**src/rtl/fir_sched_pkg.sv**
```systemverilog
// Shared types and helpers for the FIR job scheduler.
// Job descriptor layout, LSB first:
//   in_addr [ADDR_W], out_addr [ADDR_W], count [ADDR_W], pipelined [1]
// The job FIFO stores {tag[1:0], descriptor}.
package fir_sched_pkg;

    typedef enum logic [1:0] {
        S_IDLE,
        S_LAUNCH,
        S_RUN,
        S_REPORT
    } sched_state_t;

    function automatic int unsigned desc_w(input int unsigned aw);
        return 3 * aw + 1;
    endfunction

    function automatic int unsigned off_in(input int unsigned aw);
        return 0 * aw;
    endfunction

    function automatic int unsigned off_out(input int unsigned aw);
        return aw;
    endfunction

    function automatic int unsigned off_cnt(input int unsigned aw);
        return 2 * aw;
    endfunction

    function automatic int unsigned off_pip(input int unsigned aw);
        return 3 * aw;
    endfunction

endpackage

```
**src/rtl/fir_job_scheduler_if.sv**
```systemverilog
// Bus bundle for fir_job_scheduler: job intake channel, FIR core control
// channel and result channel.
//   master : host/bench side (offers jobs, models the core, consumes results)
//   slave  : scheduler side
interface fir_job_scheduler_if #(
    parameter int unsigned ADDR_W = 10,
    parameter int unsigned CNT_W  = 32
) ();
    logic              job_valid;
    logic              job_ready;
    logic [ADDR_W-1:0] job_in_addr;
    logic [ADDR_W-1:0] job_out_addr;
    logic [ADDR_W-1:0] job_count;
    logic              job_pipelined;

    logic              fir_start;
    logic              fir_sel_pipelined;
    logic [ADDR_W-1:0] fir_input_addr;
    logic [ADDR_W-1:0] fir_output_addr;
    logic [ADDR_W-1:0] fir_sample_count;
    logic              fir_done;

    logic              res_valid;
    logic              res_ready;
    logic [1:0]        res_tag;
    logic [CNT_W-1:0]  res_cycles;
    logic              res_timeout;

    modport master (
        output job_valid, job_in_addr, job_out_addr, job_count, job_pipelined,
        output fir_done, res_ready,
        input  job_ready, fir_start, fir_sel_pipelined, fir_input_addr,
        input  fir_output_addr, fir_sample_count,
        input  res_valid, res_tag, res_cycles, res_timeout
    );

    modport slave (
        input  job_valid, job_in_addr, job_out_addr, job_count, job_pipelined,
        input  fir_done, res_ready,
        output job_ready, fir_start, fir_sel_pipelined, fir_input_addr,
        output fir_output_addr, fir_sample_count,
        output res_valid, res_tag, res_cycles, res_timeout
    );
endinterface

```
**src/rtl/fir_job_fifo.sv**
```systemverilog
// Synchronous FIFO for tagged job descriptors. No bypass: data pushed in
// one cycle is visible on dout from the next cycle.
// Ports:
//   clk, rst      clock, synchronous active-high reset (empties the FIFO)
//   push, din     write strobe and data (ignored when full)
//   pop, dout     read strobe (ignored when empty), head-of-queue data
//   full, empty   occupancy flags
module fir_job_fifo #(
    parameter int unsigned WIDTH = 33,
    parameter int unsigned DEPTH = 4
) (
    input  logic             clk,
    input  logic             rst,
    input  logic             push,
    input  logic [WIDTH-1:0] din,
    input  logic             pop,
    output logic [WIDTH-1:0] dout,
    output logic             full,
    output logic             empty
);
    localparam int unsigned AW = $clog2(DEPTH);

    logic [WIDTH-1:0] mem [DEPTH];
    logic [AW-1:0]    wr_ptr;
    logic [AW-1:0]    rd_ptr;
    logic [AW:0]      count;
    logic             do_push;
    logic             do_pop;

    assign full    = (count == (AW+1)'(DEPTH));
    assign empty   = (count == '0);
    assign do_push = push && !full;
    assign do_pop  = pop && !empty;
    assign dout    = mem[rd_ptr];

    always_ff @(posedge clk) begin
        if (do_push) begin
            mem[wr_ptr] <= din;
        end
    end

    always_ff @(posedge clk) begin
        if (rst) begin
            wr_ptr <= '0;
            rd_ptr <= '0;
            count  <= '0;
        end else begin
            if (do_push) wr_ptr <= wr_ptr + 1'b1;
            if (do_pop)  rd_ptr <= rd_ptr + 1'b1;
            case ({do_push, do_pop})
                2'b10:   count <= count + 1'b1;
                2'b01:   count <= count - 1'b1;
                default: count <= count;
            endcase
        end
    end
endmodule

```
**src/rtl/fir_job_scheduler.sv**
```systemverilog
// FIR job scheduler: queues job descriptors, launches them one at a time on
// the shared FIR core, measures cycles per job and returns a tagged result.
// Optional feature: define FIR_SCHED_TIMEOUT_EN to enable the RUN watchdog
// (aborts after TIMEOUT_CYCLES and reports res_timeout=1).
// Ports:
//   clk, rst  clock, synchronous active-high reset
//   bus       slave side of fir_job_scheduler_if (job / core / result)
//   busy      FSM not idle or jobs still queued
module fir_job_scheduler
    import fir_sched_pkg::*;
#(
    parameter int unsigned ADDR_W         = 10,
    parameter int unsigned QDEPTH         = 4,
    parameter int unsigned START_CYCLES   = 10,
    parameter int unsigned CNT_W          = 32,
    parameter int unsigned TIMEOUT_CYCLES = 4096
) (
    input  logic                 clk,
    input  logic                 rst,
    fir_job_scheduler_if.slave   bus,
    output logic                 busy
);
    localparam int unsigned DW     = desc_w(ADDR_W);
    localparam int unsigned FW     = DW + 2;
    localparam int unsigned O_IN   = off_in(ADDR_W);
    localparam int unsigned O_OUT  = off_out(ADDR_W);
    localparam int unsigned O_CNT  = off_cnt(ADDR_W);
    localparam int unsigned O_PIP  = off_pip(ADDR_W);
    localparam int unsigned LCNT_W = $clog2(START_CYCLES + 1);
`ifdef FIR_SCHED_TIMEOUT_EN
    localparam bit TO_EN = 1'b1;
`else
    localparam bit TO_EN = 1'b0;
`endif

    sched_state_t      state, state_nxt;
    logic [FW-1:0]     push_data, pop_data;
    logic              push, pop, full, empty;
    logic [1:0]        tag_cnt;
    logic [LCNT_W-1:0] lcnt;
    logic [CNT_W-1:0]  cyc, cyc_inc;
    logic              timeout_hit;
    logic [ADDR_W-1:0] pop_cnt;
    logic [ADDR_W-1:0] in_q, out_q, cnt_q;
    logic              pip_q, to_q;
    logic [1:0]        tag_q;

    assign push      = bus.job_valid && bus.job_ready;
    assign push_data = {tag_cnt, bus.job_pipelined, bus.job_count,
                        bus.job_out_addr, bus.job_in_addr};
    assign pop_cnt   = pop_data[O_CNT +: ADDR_W];

    fir_job_fifo #(
        .WIDTH (FW),
        .DEPTH (QDEPTH)
    ) u_fifo (
        .clk   (clk),
        .rst   (rst),
        .push  (push),
        .din   (push_data),
        .pop   (pop),
        .dout  (pop_data),
        .full  (full),
        .empty (empty)
    );

    // Saturating increment: the count sticks at all-ones instead of wrapping.
    assign cyc_inc     = (&cyc) ? cyc : cyc + CNT_W'(1);
    assign timeout_hit = TO_EN && (state == S_RUN) &&
                         (cyc == CNT_W'(TIMEOUT_CYCLES));

    always_comb begin
        state_nxt = state;
        pop       = 1'b0;
        case (state)
            S_IDLE: begin
                if (!empty) begin
                    pop       = 1'b1;
                    state_nxt = (pop_cnt == '0) ? S_REPORT : S_LAUNCH;
                end
            end
            S_LAUNCH: begin
                if (lcnt == LCNT_W'(START_CYCLES - 1)) state_nxt = S_RUN;
            end
            S_RUN: begin
                if (timeout_hit || bus.fir_done) state_nxt = S_REPORT;
            end
            S_REPORT: begin
                if (bus.res_ready) state_nxt = S_IDLE;
            end
            default: state_nxt = S_IDLE;
        endcase
    end

    always_ff @(posedge clk) begin
        if (rst) begin
            state   <= S_IDLE;
            tag_cnt <= '0;
            lcnt    <= '0;
            cyc     <= '0;
            in_q    <= '0;
            out_q   <= '0;
            cnt_q   <= '0;
            pip_q   <= 1'b0;
            tag_q   <= '0;
            to_q    <= 1'b0;
        end else begin
            state <= state_nxt;
            if (push) tag_cnt <= tag_cnt + 1'b1;
            case (state)
                S_IDLE: begin
                    if (pop) begin
                        tag_q <= pop_data[DW +: 2];
                        to_q  <= 1'b0;
                        lcnt  <= '0;
                        cyc   <= '0;
                        // Zero-length jobs skip the core, so the core
                        // configuration stays on the previous job.
                        if (pop_cnt != '0) begin
                            in_q  <= pop_data[O_IN +: ADDR_W];
                            out_q <= pop_data[O_OUT +: ADDR_W];
                            cnt_q <= pop_cnt;
                            pip_q <= pop_data[O_PIP];
                        end
                    end
                end
                S_LAUNCH: begin
                    lcnt <= lcnt + 1'b1;
                    cyc  <= cyc_inc;
                end
                S_RUN: begin
                    if (timeout_hit) to_q <= 1'b1;
                    else             cyc  <= cyc_inc;
                end
                default: ;
            endcase
        end
    end

    // job_ready is gated by rst so every output reads 0 while reset is held.
    assign bus.job_ready         = !full && !rst;
    assign bus.fir_start         = (state == S_LAUNCH);
    assign bus.fir_sel_pipelined = pip_q;
    assign bus.fir_input_addr    = in_q;
    assign bus.fir_output_addr   = out_q;
    assign bus.fir_sample_count  = cnt_q;
    assign bus.res_valid         = (state == S_REPORT);
    assign bus.res_tag           = tag_q;
    assign bus.res_cycles        = cyc;
    assign bus.res_timeout       = to_q;
    assign busy                  = (state != S_IDLE) || !empty;
endmodule

```
**src/flat_wrapper.sv**
```systemverilog
// flat-port wrapper written by rule: the top's interface ports become plain ports
module fir_job_scheduler_flat import fir_sched_pkg::*;
#(
    parameter int unsigned ADDR_W         = 10,
    parameter int unsigned QDEPTH         = 4,
    parameter int unsigned START_CYCLES   = 10,
    parameter int unsigned CNT_W          = 32,
    parameter int unsigned TIMEOUT_CYCLES = 4096
)
  (clk, rst, busy, bus_job_valid, bus_job_in_addr, bus_job_out_addr, bus_job_count, bus_job_pipelined, bus_fir_done, bus_res_ready, bus_job_ready, bus_fir_start, bus_fir_sel_pipelined, bus_fir_input_addr, bus_fir_output_addr, bus_fir_sample_count, bus_res_valid, bus_res_tag, bus_res_cycles, bus_res_timeout);
  fir_job_scheduler_if #(.ADDR_W(ADDR_W), .CNT_W(CNT_W)) bus_i ();
  input  logic clk;
  input  logic rst;
  output logic busy;
  input wire logic [$bits(bus_i.job_valid)-1:0] bus_job_valid;
  input wire logic [$bits(bus_i.job_in_addr)-1:0] bus_job_in_addr;
  input wire logic [$bits(bus_i.job_out_addr)-1:0] bus_job_out_addr;
  input wire logic [$bits(bus_i.job_count)-1:0] bus_job_count;
  input wire logic [$bits(bus_i.job_pipelined)-1:0] bus_job_pipelined;
  input wire logic [$bits(bus_i.fir_done)-1:0] bus_fir_done;
  input wire logic [$bits(bus_i.res_ready)-1:0] bus_res_ready;
  output wire logic [$bits(bus_i.job_ready)-1:0] bus_job_ready;
  output wire logic [$bits(bus_i.fir_start)-1:0] bus_fir_start;
  output wire logic [$bits(bus_i.fir_sel_pipelined)-1:0] bus_fir_sel_pipelined;
  output wire logic [$bits(bus_i.fir_input_addr)-1:0] bus_fir_input_addr;
  output wire logic [$bits(bus_i.fir_output_addr)-1:0] bus_fir_output_addr;
  output wire logic [$bits(bus_i.fir_sample_count)-1:0] bus_fir_sample_count;
  output wire logic [$bits(bus_i.res_valid)-1:0] bus_res_valid;
  output wire logic [$bits(bus_i.res_tag)-1:0] bus_res_tag;
  output wire logic [$bits(bus_i.res_cycles)-1:0] bus_res_cycles;
  output wire logic [$bits(bus_i.res_timeout)-1:0] bus_res_timeout;
  assign bus_i.job_valid = bus_job_valid;
  assign bus_i.job_in_addr = bus_job_in_addr;
  assign bus_i.job_out_addr = bus_job_out_addr;
  assign bus_i.job_count = bus_job_count;
  assign bus_i.job_pipelined = bus_job_pipelined;
  assign bus_i.fir_done = bus_fir_done;
  assign bus_i.res_ready = bus_res_ready;
  assign bus_job_ready = bus_i.job_ready;
  assign bus_fir_start = bus_i.fir_start;
  assign bus_fir_sel_pipelined = bus_i.fir_sel_pipelined;
  assign bus_fir_input_addr = bus_i.fir_input_addr;
  assign bus_fir_output_addr = bus_i.fir_output_addr;
  assign bus_fir_sample_count = bus_i.fir_sample_count;
  assign bus_res_valid = bus_i.res_valid;
  assign bus_res_tag = bus_i.res_tag;
  assign bus_res_cycles = bus_i.res_cycles;
  assign bus_res_timeout = bus_i.res_timeout;
  fir_job_scheduler #(.ADDR_W(ADDR_W), .QDEPTH(QDEPTH), .START_CYCLES(START_CYCLES), .CNT_W(CNT_W), .TIMEOUT_CYCLES(TIMEOUT_CYCLES)) u_core (.clk(clk), .rst(rst), .bus(bus_i), .busy(busy));
endmodule
```
**config.mk**
```make
export PLATFORM = sky130hd
export DESIGN_NAME = fir_job_scheduler_flat
export DESIGN_NICKNAME = d
export VERILOG_FILES = /design/src/rtl/fir_sched_pkg.sv /design/src/rtl/fir_job_scheduler_if.sv /design/src/rtl/fir_job_fifo.sv /design/src/rtl/fir_job_scheduler.sv /design/src/flat_wrapper.sv
export SDC_FILE = /design/constraint.sdc
export NUM_CORES = 1
export LEC_CHECK = 0
export BUFFER_PORTS_ARGS = -buffer_cell sky130_fd_sc_hd__buf_2
export CORE_UTILIZATION = 45
export CTS_CLUSTER_SIZE = 28
export DETAILED_ROUTE_END_ITERATION = 6
export GPL_ROUTABILITY_DRIVEN = 0
export PLACE_DENSITY = 0.75
export SLEW_MARGIN = 40
export SYNTH_ARGS = -nofsm -noshare
export SYNTH_HDL_FRONTEND = slang
export SYNTH_SLANG_ARGS = --single-unit
```
**constraint.sdc**
```tcl
create_clock -name clk -period 4.64 [get_ports clk]
set_clock_uncertainty 0.05 [all_clocks]
set_input_delay 0.464 -clock clk [delete_from_list [all_inputs] [get_ports clk]]
set_output_delay 0.464 -clock clk [all_outputs]
set_load 0.03 [all_outputs]
```
==> results of run 1 <==
==> path summary, 6_finish.rpt <==
check	start	endpoint	slack (ns)	cells after the start
worst max-delay path	u_core.state[0]$_SDFFE_PP0P_	u_core.bus.res_cycles[29]$_SDFFE_PP0P_	1.73	7
worst min-delay path	bus_job_in_addr[8]	u_core.u_fifo.mem[0][8]$_DFFE_PP_	0.11	1
worst max register to register	u_core.state[0]$_SDFFE_PP0P_	u_core.bus.res_cycles[29]$_SDFFE_PP0P_	1.73	7
worst min register to register	u_core.bus.res_tag[1]$_SDFFE_PP0P_	u_core.bus.res_tag[1]$_SDFFE_PP0P_	0.40	2
==> cell type report <==
cell class | instances | area, sq um | area share (%)
antenna | 2 | 5.00 | 0.0477
clock buffer | 29 | 607 | 5.79
clock inverter | 11 | 166 | 1.59
inverter | 17 | 63.8 | 0.609
multi-input combinational | 401 | 3100 | 29.6
sequential | 214 | 5610 | 53.5
tap | 265 | 332 | 3.16
timing repair buffer | 113 | 603 | 5.75
==> through the flow <==
stage                     hold slack (ns)  instances
after floorplan                     0.430        668
after global placement              0.390       1008
after detailed placement            0.400       1010
after CTS                          0.0898       1050
after global routing               0.0998       1050
final                               0.109       1052
==> power by group <==
part           internal, mW  switching [mW]
Clock                  1.10           0.742
Sequential             2.24           0.164
Combinational         0.587            1.04
Total                  3.93            1.95
==> cell families (layout without fill, tap and decap cells) <==
kind of cell | count (synthesis) | in the layout
flip-flops | 214 | 214
AND/OR/NAND/NOR | 219 | 219
XOR/XNOR | 7 | 7
adder cells (fa/ha/maj) | 14 | 14
AO/OA/AOI/OAI | 102 | 102
multiplexers | 58 | 58
other | 1 | 3
buffers and inverters | 53 | 170
==> sequential cells by signal, indices dropped and copies added (netlist names), named ones only <==
register	cells
u_core.bus.fir_sel_pipelined	1
u_core.bus.res_cycles	32
u_core.bus.res_tag	2
u_core.bus.fir_sample_count	10
u_core.u_fifo.wr_ptr	2
u_core.u_fifo.count	3
u_core.u_fifo.mem	132
u_core.tag_cnt	2
u_core.bus.fir_output_addr	10
u_core.bus.fir_input_addr	10
u_core.u_fifo.rd_ptr	2
u_core.state	2
u_core.lcnt	4
==> routing by layer <==
layer | GRT usage (%) | vias up | part of all wire, %
met4 | 4.75 | 2 | 1.7
met3 | 4.68 | 27 | 7.9
met2 | 32.4 | 218 | 49
met1 | 24.9 | 2882 | 41
met5 | 0 | - | 0.068
li1 | - | 2777 | -
==> worst register-to-register path, delay by kind of cell (launching register included) <==
kind	cells	cell delay, ns
AND/OR/NAND/NOR	2	1.31
buffers and inverters	3	0.68
flip-flops	1	0.37
adder cells (fa/ha/maj)	1	0.29
AO/OA/AOI/OAI	1	0.16
==> cells in the final DEF, fill, tap and decap left out, drive strengths merged, types with 5 or more instances in the layout <==
cell	Yosys	final
a21oi	27	27
a311oi	7	7
a31o	5	5
a31oi	12	12
a41oi	6	6
and2	8	8
and3	7	7
and4	5	5
buf	14	113
clkbuf	22	29
dfxtp	82	82
edfxtp	132	132
ha	13	13
inv	17	18
mux2i	23	23
mux4	33	33
nand2	56	56
nand2b	11	11
nand3	12	12
nand4	19	19
nor2	60	60
nor3	13	13
nor4	11	11
o21ai	15	15
o31ai	6	6
or4	5	5
==> results_tabular.tex, run 1 <==
\begin{tabular}{lr}
\hline
Metric & Value \\
\hline
\multicolumn{2}{l}{\textbf{Status}} \\
Status & complete, no violations \\
\multicolumn{2}{l}{\textbf{Placement}} \\
Setup Slack @ Placement & 1.45 ns \\
Number of port buffers & 104 \\
Placed inst area & 9700 sq um \\
DPL Wire Length & 12.4 mm \\
\multicolumn{2}{l}{\textbf{Worst setup path}} \\
Critical path startpoint category & flop \\
Arr. time, crit path & 3.29 ns \\
Slowest stage delay, CP & 0.71 ns \\
CP delay by family, top & simple AND/OR/NAND/NOR gates \\
Critical path peak fanout & 25 \\
Cell seen most often among critical-path stages & sky130\_fd\_sc\_hd\_\_inv\_1 \\
Worst-path cell chain & inv\_1, ha\_1, buf\_4, inv\_1, or3\_1, or4\_1, a31oi\_1 \\
Highest-delay cell along the critical path & sky130\_fd\_sc\_hd\_\_or3\_1 \\
Crit path capture type & flop \\
Worst EP required & 5.02 ns \\
Worst setup path class & reg -> reg \\
Sum of buffers and inverters on the critical path & 3 \\
\multicolumn{2}{l}{\textbf{Clock network}} \\
H-tree depth & 1 \\
Number of clock sinks & 214 \\
Number of buffers on the longest clock path & 3 \\
Buffer type at the clock tree root & sky130\_fd\_sc\_hd\_\_clkbuf\_16 \\
Post-cts repair resize count & 0 \\
Skew-Pair Late Insertion Delay & 0.51 ns \\
Post-CTS clock slew at the launch and capture registers of the worst setup and hold paths & 0.06 ns \\
CTS Hold Bufs & 0 \\
Number of buffers inserted by post-CTS setup repair & 0 \\
CTS buffer count & 22 \\
Clock tree from TritonCTS & built \\
\multicolumn{2}{l}{\textbf{Die}} \\
Core ar. & 19400 sq um \\
Starting density of the core & 45.8\% \\
Full die area & 20300 sq um \\
Boundary Pins & 106 \\
Die outline width & 143 um \\
Vertical die dimension & 143 um \\
FP Rows & 51 \\
\multicolumn{2}{l}{\textbf{Global routing}} \\
Via count of the first global-routing pass & 5653 \\
Final global-route overflow total & 0 \\
Pin count of the biggest net entering global routing & 51 \\
Wire length of the first global-routing pass & 30.2 mm \\
Total routing usage reported by global routing & 19.2\% \\
Antenna violations before repair & 2 \\
\multicolumn{2}{l}{\textbf{STA}} \\
Number of hold violations in the final report & 0 \\
Pins Over Slew Limit & 0 \\
Setup TNS after final layout & 0 ns \\
Worst-Margin Slew & 0.703 ns \\
Final clock period utilization by the worst path & 62.7\% \\
Time the final worst path needs with I/O delays and setup & 2.91 ns \\
Maximum clock frequency & 344 MHz \\
Rel. slew slack & 52.7\% \\
Least setup slack across all paths after layout & 1.73 ns \\
Setup repair after global routing missed its margin & false \\
Final count of negative-setup-slack endpoints & 0 \\
\multicolumn{2}{l}{\textbf{Routing}} \\
DR vias & 5906 \\
Residual DRC count & 0 \\
Antenna viol nets, final & 0 \\
Detailed router's first-iteration violation count & 449 \\
Mean number of vias per cell & 5.61 \\
Sum of routed wire length over all layers & 19.2 mm \\
Post-DR wirelength/cell & 18.2 um \\
Iteration count of the initial detailed-routing pass & 7 \\
\multicolumn{2}{l}{\textbf{Yosys}} \\
Mapped Avg Cell Area & 13.3 sq um \\
Number of synthesized flops with an enable pin & 132 \\
Xor and xnor area share after synthesis & 0.690\% \\
Most instantiated library cell after synthesis & sky130\_fd\_sc\_hd\_\_edfxtp\_1 \\
Async S/R FF share, synth & 0\% \\
Main combinational cell family by area after synthesis & simple AND/OR/NAND/NOR gates \\
Simple-gate area share of the yosys netlist & 12.5\% \\
Leading cell types by total area after synthesis & sky130\_fd\_sc\_hd\_\_edfxtp\_1, sky130\_fd\_sc\_hd\_\_dfxtp\_1, sky130\_fd\_sc\_hd\_\_mux4\_2, sky130\_fd\_sc\_hd\_\_mux2i\_1, sky130\_fd\_sc\_hd\_\_nor2\_1 \\
Most frequent cells after synthesis & sky130\_fd\_sc\_hd\_\_edfxtp\_1, sky130\_fd\_sc\_hd\_\_dfxtp\_1, sky130\_fd\_sc\_hd\_\_nor2\_1 \\
Fraction of post-synthesis cell area in the top cell type by area & 44.6\% \\
Synth Instances & 668 \\
Arithmetic-cell share of the synthesized area counting full adders, half adders and majority gates & 2.06\% \\
Share of cell area taken by muxes after synthesis & 11.2\% \\
Most common flop cell mapped by yosys & sky130\_fd\_sc\_hd\_\_edfxtp\_1 \\
Distinct cells, synth & 63 \\
Compound-cell area share of the yosys netlist & 7.93\% \\
Number of warning messages in the yosys log & 0 \\
Number of flip-flops and latches in the synthesized netlist & 214 \\
Mapped cell area & 8880 sq um \\
Share of synthesized area occupied by flip-flops and latches & 63.1\% \\
Largest area contributor in the synthesized netlist & sky130\_fd\_sc\_hd\_\_edfxtp\_1 \\
Post-Syn Nets & 718 \\
\multicolumn{2}{l}{\textbf{Cells and area}} \\
Post-Layout Inst Area & 10500 sq um \\
Filler Cell Count & 1624 \\
Synthesis-to-finish area growth & 18.0\% \\
Count of nets after finishing & 819 \\
Fraction of the core area covered by cells at the end of the flow & 54.0\% \\
Share of cells above drive strength 1 & 25.6\% \\
\multicolumn{2}{l}{\textbf{Pwr}} \\
Static Leak & 3.71 nW \\
Post-layout total power & 5.87 mW \\
Largest vdd supply drop & 410 uV \\
Total power divided by cell area & 560 nW/um\^{}2 \\
\multicolumn{2}{l}{\textbf{Run}} \\
MaxCap Viol Count & 0 \\
\multicolumn{2}{l}{\textbf{Worst hold path}} \\
Class of the tightest hold or removal check & in -> reg \\
\hline
\end{tabular}
(Power assumes the default switching activity.)
==> run 2, diff against run 1 <==
Settings changed: PLACE_DENSITY 0.75 to 0.78.
Clock period 4.64 ns to 2.5 ns, I/O delays scaled along.
==> run 2 against run 1 <==
Against the previous run: setup slack worse by 1.6 ns; wire length is 5.2% higher; combinational power is 100% higher; die area stayed put; via count is 5.8% higher; maximum frequency is 23% higher; clock power is 79% higher; sequential share of layout area is 2.9 points lower; register-to-register slack worse by 1.6 ns; power is 87% higher; critical endpoint is now u_core.bus.res_cycles[8]$_SDFFE_PP0P_; largest power group unchanged.
==> results_tabular.tex, run 2 (same netlist as run 1, synthesis figures left out) <==
\begin{tabular}{lr}
\hline
Metric & Value \\
\hline
\multicolumn{2}{l}{\textbf{Status}} \\
Status & complete, no violations \\
\multicolumn{2}{l}{\textbf{Worst setup path}} \\
Critical path startpoint category & flop \\
Sum of buffers and inverters on the critical path & 1 \\
Worst-path cell chain & nand4\_1, or4\_1, or3\_1, buf\_4, a31o\_1, a31oi\_1 \\
Highest-delay cell along the critical path & sky130\_fd\_sc\_hd\_\_or4\_1 \\
Critical path peak fanout & 14 \\
Slowest stage delay, CP & 0.55 ns \\
CP delay by family, top & simple AND/OR/NAND/NOR gates \\
Worst EP required & 2.88 ns \\
Crit path capture type & flop \\
Worst setup path class & reg -> reg \\
Arr. time, crit path & 2.74 ns \\
\multicolumn{2}{l}{\textbf{Routing}} \\
Post-DR wirelength/cell & 18.0 um \\
Residual DRC count & 0 \\
DR vias & 6249 \\
Iteration count of the initial detailed-routing pass & 5 \\
Mean number of vias per cell & 5.57 \\
Antenna viol nets, final & 0 \\
Detailed router's first-iteration violation count & 470 \\
Sum of routed wire length over all layers & 20.2 mm \\
\multicolumn{2}{l}{\textbf{Die}} \\
Starting density of the core & 45.8\% \\
Full die area & 20300 sq um \\
Core ar. & 19400 sq um \\
Vertical die dimension & 143 um \\
FP Rows & 51 \\
Die outline width & 143 um \\
Boundary Pins & 106 \\
\multicolumn{2}{l}{\textbf{Cells and area}} \\
Leading cell types in the layout, fill and taps excluded & sky130\_fd\_sc\_hd\_\_edfxtp\_1, sky130\_fd\_sc\_hd\_\_buf\_2, sky130\_fd\_sc\_hd\_\_dfxtp\_1, sky130\_fd\_sc\_hd\_\_nor2\_1, sky130\_fd\_sc\_hd\_\_nand2\_1 \\
Share of cells above drive strength 1 & 27.0\% \\
Reg area & 5610 sq um \\
Synthesis-to-finish area growth & 24.7\% \\
Most flops, register & u\_core.u\_fifo.mem \\
Combined area of the multi-input logic cells & 3090 sq um \\
Filler Cell Count & 1571 \\
Flip-flop count of the largest register after layout & 132 \\
Most common cell after layout, fill and taps aside & sky130\_fd\_sc\_hd\_\_edfxtp\_1 \\
Diodes inserted & 0 \\
Count of nets after finishing & 890 \\
\multicolumn{2}{l}{\textbf{STA}} \\
Worst-Margin Slew & 0.569 ns \\
Number of hold violations in the final report & 0 \\
Rel. slew slack & 61.7\% \\
Maximum clock frequency & 423 MHz \\
Final-layout worst hold slack & 0.186 ns \\
Final count of negative-setup-slack endpoints & 0 \\
Final clock period utilization by the worst path & 94.5\% \\
Setup repair after global routing missed its margin & false \\
Setup TNS after final layout & 0 ns \\
Pins Over Slew Limit & 0 \\
Time the final worst path needs with I/O delays and setup & 2.36 ns \\
\multicolumn{2}{l}{\textbf{Clock network}} \\
CTS buffer count & 23 \\
Clock tree from TritonCTS & built \\
Number of clock sinks & 214 \\
Post-CTS clock slew at the launch and capture registers of the worst setup and hold paths & 0.06 ns \\
H-tree depth & 1 \\
Number of buffers on the longest clock path & 3 \\
Buffer type at the clock tree root & sky130\_fd\_sc\_hd\_\_clkbuf\_16 \\
Number of buffers inserted by post-CTS setup repair & 0 \\
Skew-Pair Late Insertion Delay & 0.52 ns \\
\multicolumn{2}{l}{\textbf{Global routing}} \\
Via count of the first global-routing pass & 6036 \\
Wire length of the first global-routing pass & 31.9 mm \\
Total routing usage reported by global routing & 20.1\% \\
Antenna violations before repair & 0 \\
Pin count of the biggest net entering global routing & 89 \\
Final global-route overflow total & 0 \\
\multicolumn{2}{l}{\textbf{Worst hold path}} \\
Class of the tightest hold or removal check & in -> reg \\
\multicolumn{2}{l}{\textbf{Placement}} \\
DPL Wire Length & 12.9 mm \\
Number of port buffers & 104 \\
\multicolumn{2}{l}{\textbf{Run}} \\
MaxCap Viol Count & 0 \\
\multicolumn{2}{l}{\textbf{Pwr}} \\
Total power divided by cell area & 992 nW/um\^{}2 \\
Largest vdd supply drop & 798 uV \\
Static Leak & 4.03 nW \\
\hline
\end{tabular}
run 2: cell count changes in the layout (fill, tap and decap cells not counted), sizes merged:
cell / before / now
clkinvlp: 3 / 0
clkbuf: 29 / 33
diode: 2 / 0
clkinv: 4 / 5
buf: 113 / 152
dlygate4sd3: 0 / 31
bufinv: 3 / 2
run 2: per-layer routing:
metal	global-route usage (%)	up-vias	part of all wire, %
li1	-	2914	-
met1	26.1	3049	41
met2	34.7	246	50
met3	3.30	40	6.7
met4	6.06	0	2.1
met5	0	-	0
run 2: power by group:
part	switching, mW	leakage [nW]	internal [mW]	total (mW)
Clock	1.34	0.357	1.95	3.30
Combinational	2.02	1.80	1.25	3.27
Sequential	0.267	1.87	4.16	4.42
Total	3.63	4.03	7.36	11.0
run 2: final timing paths:
| kind | start | to | slack [ns] | cells past startpoint |
|---|---|---|---|---|
| max | u_core.bus.res_cycles[8]$_SDFFE_PP0P_ | u_core.bus.res_cycles[8]$_SDFFE_PP0P_ | 0.14 | 6 |
| min | bus_res_ready | u_core.state[0]$_SDFFE_PP0P_ | 0.19 | 5 |
| max reg2reg | u_core.bus.res_cycles[8]$_SDFFE_PP0P_ | u_core.bus.res_cycles[8]$_SDFFE_PP0P_ | 0.14 | 6 |
| min reg2reg | u_core.bus.res_tag[0]$_SDFFE_PP0P_ | u_core.bus.res_tag[0]$_SDFFE_PP0P_ | 0.41 | 2 |
run 2: worst reg2reg max path, cell delays in order (launching register included):
cell                      delay, ns
sky130_fd_sc_hd__dfxtp_1       0.43
sky130_fd_sc_hd__nand4_1       0.25
sky130_fd_sc_hd__or4_1         0.55
sky130_fd_sc_hd__or3_1         0.40
sky130_fd_sc_hd__buf_4         0.21
sky130_fd_sc_hd__a31o_1        0.23
sky130_fd_sc_hd__a31oi_1       0.17
run 2: layout make-up:
cell class | count | share of cell area, %
inverter | 17 | 0.576
clock buffer | 33 | 5.63
multi-input combinational | 401 | 27.9
clock inverter | 8 | 0.972
timing repair buffer | 183 | 11.3
sequential | 214 | 50.6
tap | 265 | 2.99
run 2: stage by stage:
stage	cells	utilization [%]	area (sq um)	setup slack (ns)	total power, mW
floorplan	668	-	8890	0.00354	6.61
global placement	1049	51.7	10000	0.118	7.62
detailed placement	1049	51.7	10000	0.0772	7.69
CTS	1121	57.0	11100	0.0481	11.0
global route	1121	57.1	11100	0.0487	11.5
finish	1121	57.1	11100	0.138	11.0
run 2: what timing repair did:
action,in CTS,in global routing
endpoints found under the setup margin,0,30
gates resized for setup,0,3
endpoints found under the hold margin,124,0
hold buffers,31,0
==> run 3, diff against run 2 <==
Settings changed: PLACE_DENSITY 0.78 to unset, PLACE_DENSITY_LB_ADDON set to 0.25.
==> run 3 against run 2 <==
Against the previous run: largest power group unchanged; utilization up 0.29 points; final area up 0.51%; highest routed layer unchanged; setup slack worse by 0.025 ns; cell count up 0.36%; non-clock buffer count up 2; worst hold slack worse by 0.017 ns; clock-buffer cell count down 1; combinational power about the same; sequential power about the same.
==> results_tabular.tex, run 3 (same netlist as run 1, synthesis figures left out) <==
\begin{tabular}{lr}
\hline
Metric & Value \\
\hline
\multicolumn{2}{l}{\textbf{Status}} \\
Status & complete, no violations \\
\multicolumn{2}{l}{\textbf{Run}} \\
MaxCap Viol Count & 0 \\
\multicolumn{2}{l}{\textbf{Clock network}} \\
Clock tree from TritonCTS & built \\
Skew-Pair Late Insertion Delay & 0.51 ns \\
CTS buffer count & 23 \\
Number of clock sinks & 214 \\
Number of buffers on the longest clock path & 3 \\
Number of buffers inserted by post-CTS setup repair & 0 \\
H-tree depth & 1 \\
Post-CTS clock slew at the launch and capture registers of the worst setup and hold paths & 0.06 ns \\
Buffer type at the clock tree root & sky130\_fd\_sc\_hd\_\_clkbuf\_16 \\
\multicolumn{2}{l}{\textbf{Routing}} \\
DR vias & 6316 \\
Post-DR wirelength/cell & 18.4 um \\
Mean number of vias per cell & 5.61 \\
Residual DRC count & 0 \\
Iteration count of the initial detailed-routing pass & 5 \\
Sum of routed wire length over all layers & 20.7 mm \\
Detailed router's first-iteration violation count & 347 \\
Antenna viol nets, final & 0 \\
\multicolumn{2}{l}{\textbf{Worst hold path}} \\
Class of the tightest hold or removal check & in -> reg \\
Worst Hold Depth & 5 \\
\multicolumn{2}{l}{\textbf{Die}} \\
Boundary Pins & 106 \\
Vertical die dimension & 143 um \\
Die outline width & 143 um \\
FP Rows & 51 \\
Core ar. & 19400 sq um \\
Full die area & 20300 sq um \\
Starting density of the core & 45.8\% \\
\multicolumn{2}{l}{\textbf{Worst setup path}} \\
Worst setup path class & reg -> reg \\
Critical path startpoint category & flop \\
Crit path capture type & flop \\
Worst EP required & 2.89 ns \\
Critical path peak fanout & 11 \\
R2r worst-path depth & 7 \\
Arr. time, crit path & 2.77 ns \\
\multicolumn{2}{l}{\textbf{STA}} \\
Worst-Margin Slew & 0.691 ns \\
Maximum clock frequency & 419 MHz \\
Setup repair after global routing missed its margin & false \\
Final clock period utilization by the worst path & 95.5\% \\
Time the final worst path needs with I/O delays and setup & 2.39 ns \\
Final count of negative-setup-slack endpoints & 0 \\
Rel. slew slack & 53.9\% \\
Pins Over Slew Limit & 0 \\
Setup TNS after final layout & 0 ns \\
Number of hold violations in the final report & 0 \\
\multicolumn{2}{l}{\textbf{Pwr}} \\
Total power divided by cell area & 999 nW/um\^{}2 \\
Static Leak & 4.04 nW \\
Largest vdd supply drop & 657 uV \\
\multicolumn{2}{l}{\textbf{Global routing}} \\
Pin count of the biggest net entering global routing & 64 \\
Antenna violations before repair & 1 \\
Wire length of the first global-routing pass & 32.4 mm \\
Total routing usage reported by global routing & 20.6\% \\
Via count of the first global-routing pass & 6153 \\
Final global-route overflow total & 0 \\
\multicolumn{2}{l}{\textbf{Cells and area}} \\
Leading cell types in the layout, fill and taps excluded & sky130\_fd\_sc\_hd\_\_edfxtp\_1, sky130\_fd\_sc\_hd\_\_buf\_2, sky130\_fd\_sc\_hd\_\_dfxtp\_1, sky130\_fd\_sc\_hd\_\_nor2\_1, sky130\_fd\_sc\_hd\_\_nand2\_1 \\
Flip-flop count of the largest register after layout & 132 \\
Most common cell after layout, fill and taps aside & sky130\_fd\_sc\_hd\_\_edfxtp\_1 \\
Filler Cell Count & 1603 \\
Most flops, register & u\_core.u\_fifo.mem \\
Count of nets after finishing & 892 \\
Fraction of the core area covered by cells at the end of the flow & 57.4\% \\
Share of cells above drive strength 1 & 28.2\% \\
Synthesis-to-finish area growth & 25.3\% \\
\multicolumn{2}{l}{\textbf{Placement}} \\
DPL Wire Length & 13.8 mm \\
Number of port buffers & 104 \\
\hline
\end{tabular}
==> run 3: area by class of cell <==
class	count	area, sq um	area share [%]
Sequential cell	214	5610	50.4
Multi-Input combinational cell	401	3090	27.7
Timing Repair Buffer	185	1270	11.4
Clock buffer	32	639	5.74
Tap cell	265	332	2.98
Clock inverter	10	128	1.15
Inverter	17	63.8	0.573
Antenna cell	1	2.50	0.0225
==> run 3: timing repair <==
item,CTS,global route
gates resized for setup,0,2
endpoints found under the setup margin,0,3
hold buffers,31,0
hold endpoints to repair,124,0
==> run 3: routing by layer <==
layer  vias to the layer above  part of all wire (%)  GRT usage, %
li1                       2923                     -             -
met1                      3104                    40          25.2
met2                       251                    51          37.5
met3                        38                   6.9          3.77
met4                         0                   1.9          4.81
met5                         -                     0             0
==> run 3: final timing paths <==
path,startpoint,to,slack [ns]
max reg2reg,u_core.state[0]$_SDFFE_PP0P_,u_core.bus.res_cycles[29]$_SDFFE_PP0P_,0.11
max,u_core.state[0]$_SDFFE_PP0P_,u_core.bus.res_cycles[29]$_SDFFE_PP0P_,0.11
min,rst,u_core.u_fifo.wr_ptr[1]$_SDFFE_PP0P_,0.17
min reg2reg,u_core.bus.fir_sample_count[2]$_SDFFE_PP0P_,u_core.bus.fir_sample_count[2]$_SDFFE_PP0P_,0.43
==> run 3: per-stage QoR <==
| stage | total power [mW] | area, sq um | setup WS, ns | instances | hold WS, ns |
|---|---|---|---|---|---|
| after CTS | 11.2 | 11100 | 0.121 | 1124 | 0.146 |
| after floorplan | 6.61 | 8890 | 0.00354 | 668 | 0.299 |
| final | 11.1 | 11100 | 0.114 | 1125 | 0.168 |
| after global placement | 7.64 | 10000 | 0.187 | 1051 | 0.410 |
| after global routing | 11.6 | 11100 | 0.00663 | 1125 | 0.182 |
| after detailed placement | 7.74 | 10000 | 0.153 | 1051 | 0.419 |
==> run 3: worst max-delay path, stage by stage (launching register included) <==
cell and delay [ns]:
sky130_fd_sc_hd__dfxtp_1 0.38, sky130_fd_sc_hd__inv_1 0.11, sky130_fd_sc_hd__ha_1 0.24, sky130_fd_sc_hd__nor4b_1 0.16, sky130_fd_sc_hd__buf_4 0.16, sky130_fd_sc_hd__or3_1 0.49, sky130_fd_sc_hd__or4_1 0.56, sky130_fd_sc_hd__a31oi_1 0.17
==> run 3: power by group <==
part	switching (mW)	internal, mW	total [mW]	leakage, nW
Combinational	2.05	1.25	3.30	1.81
Clock	1.38	2.01	3.39	0.360
Sequential	0.271	4.16	4.43	1.87
Total	3.69	7.42	11.1	4.04
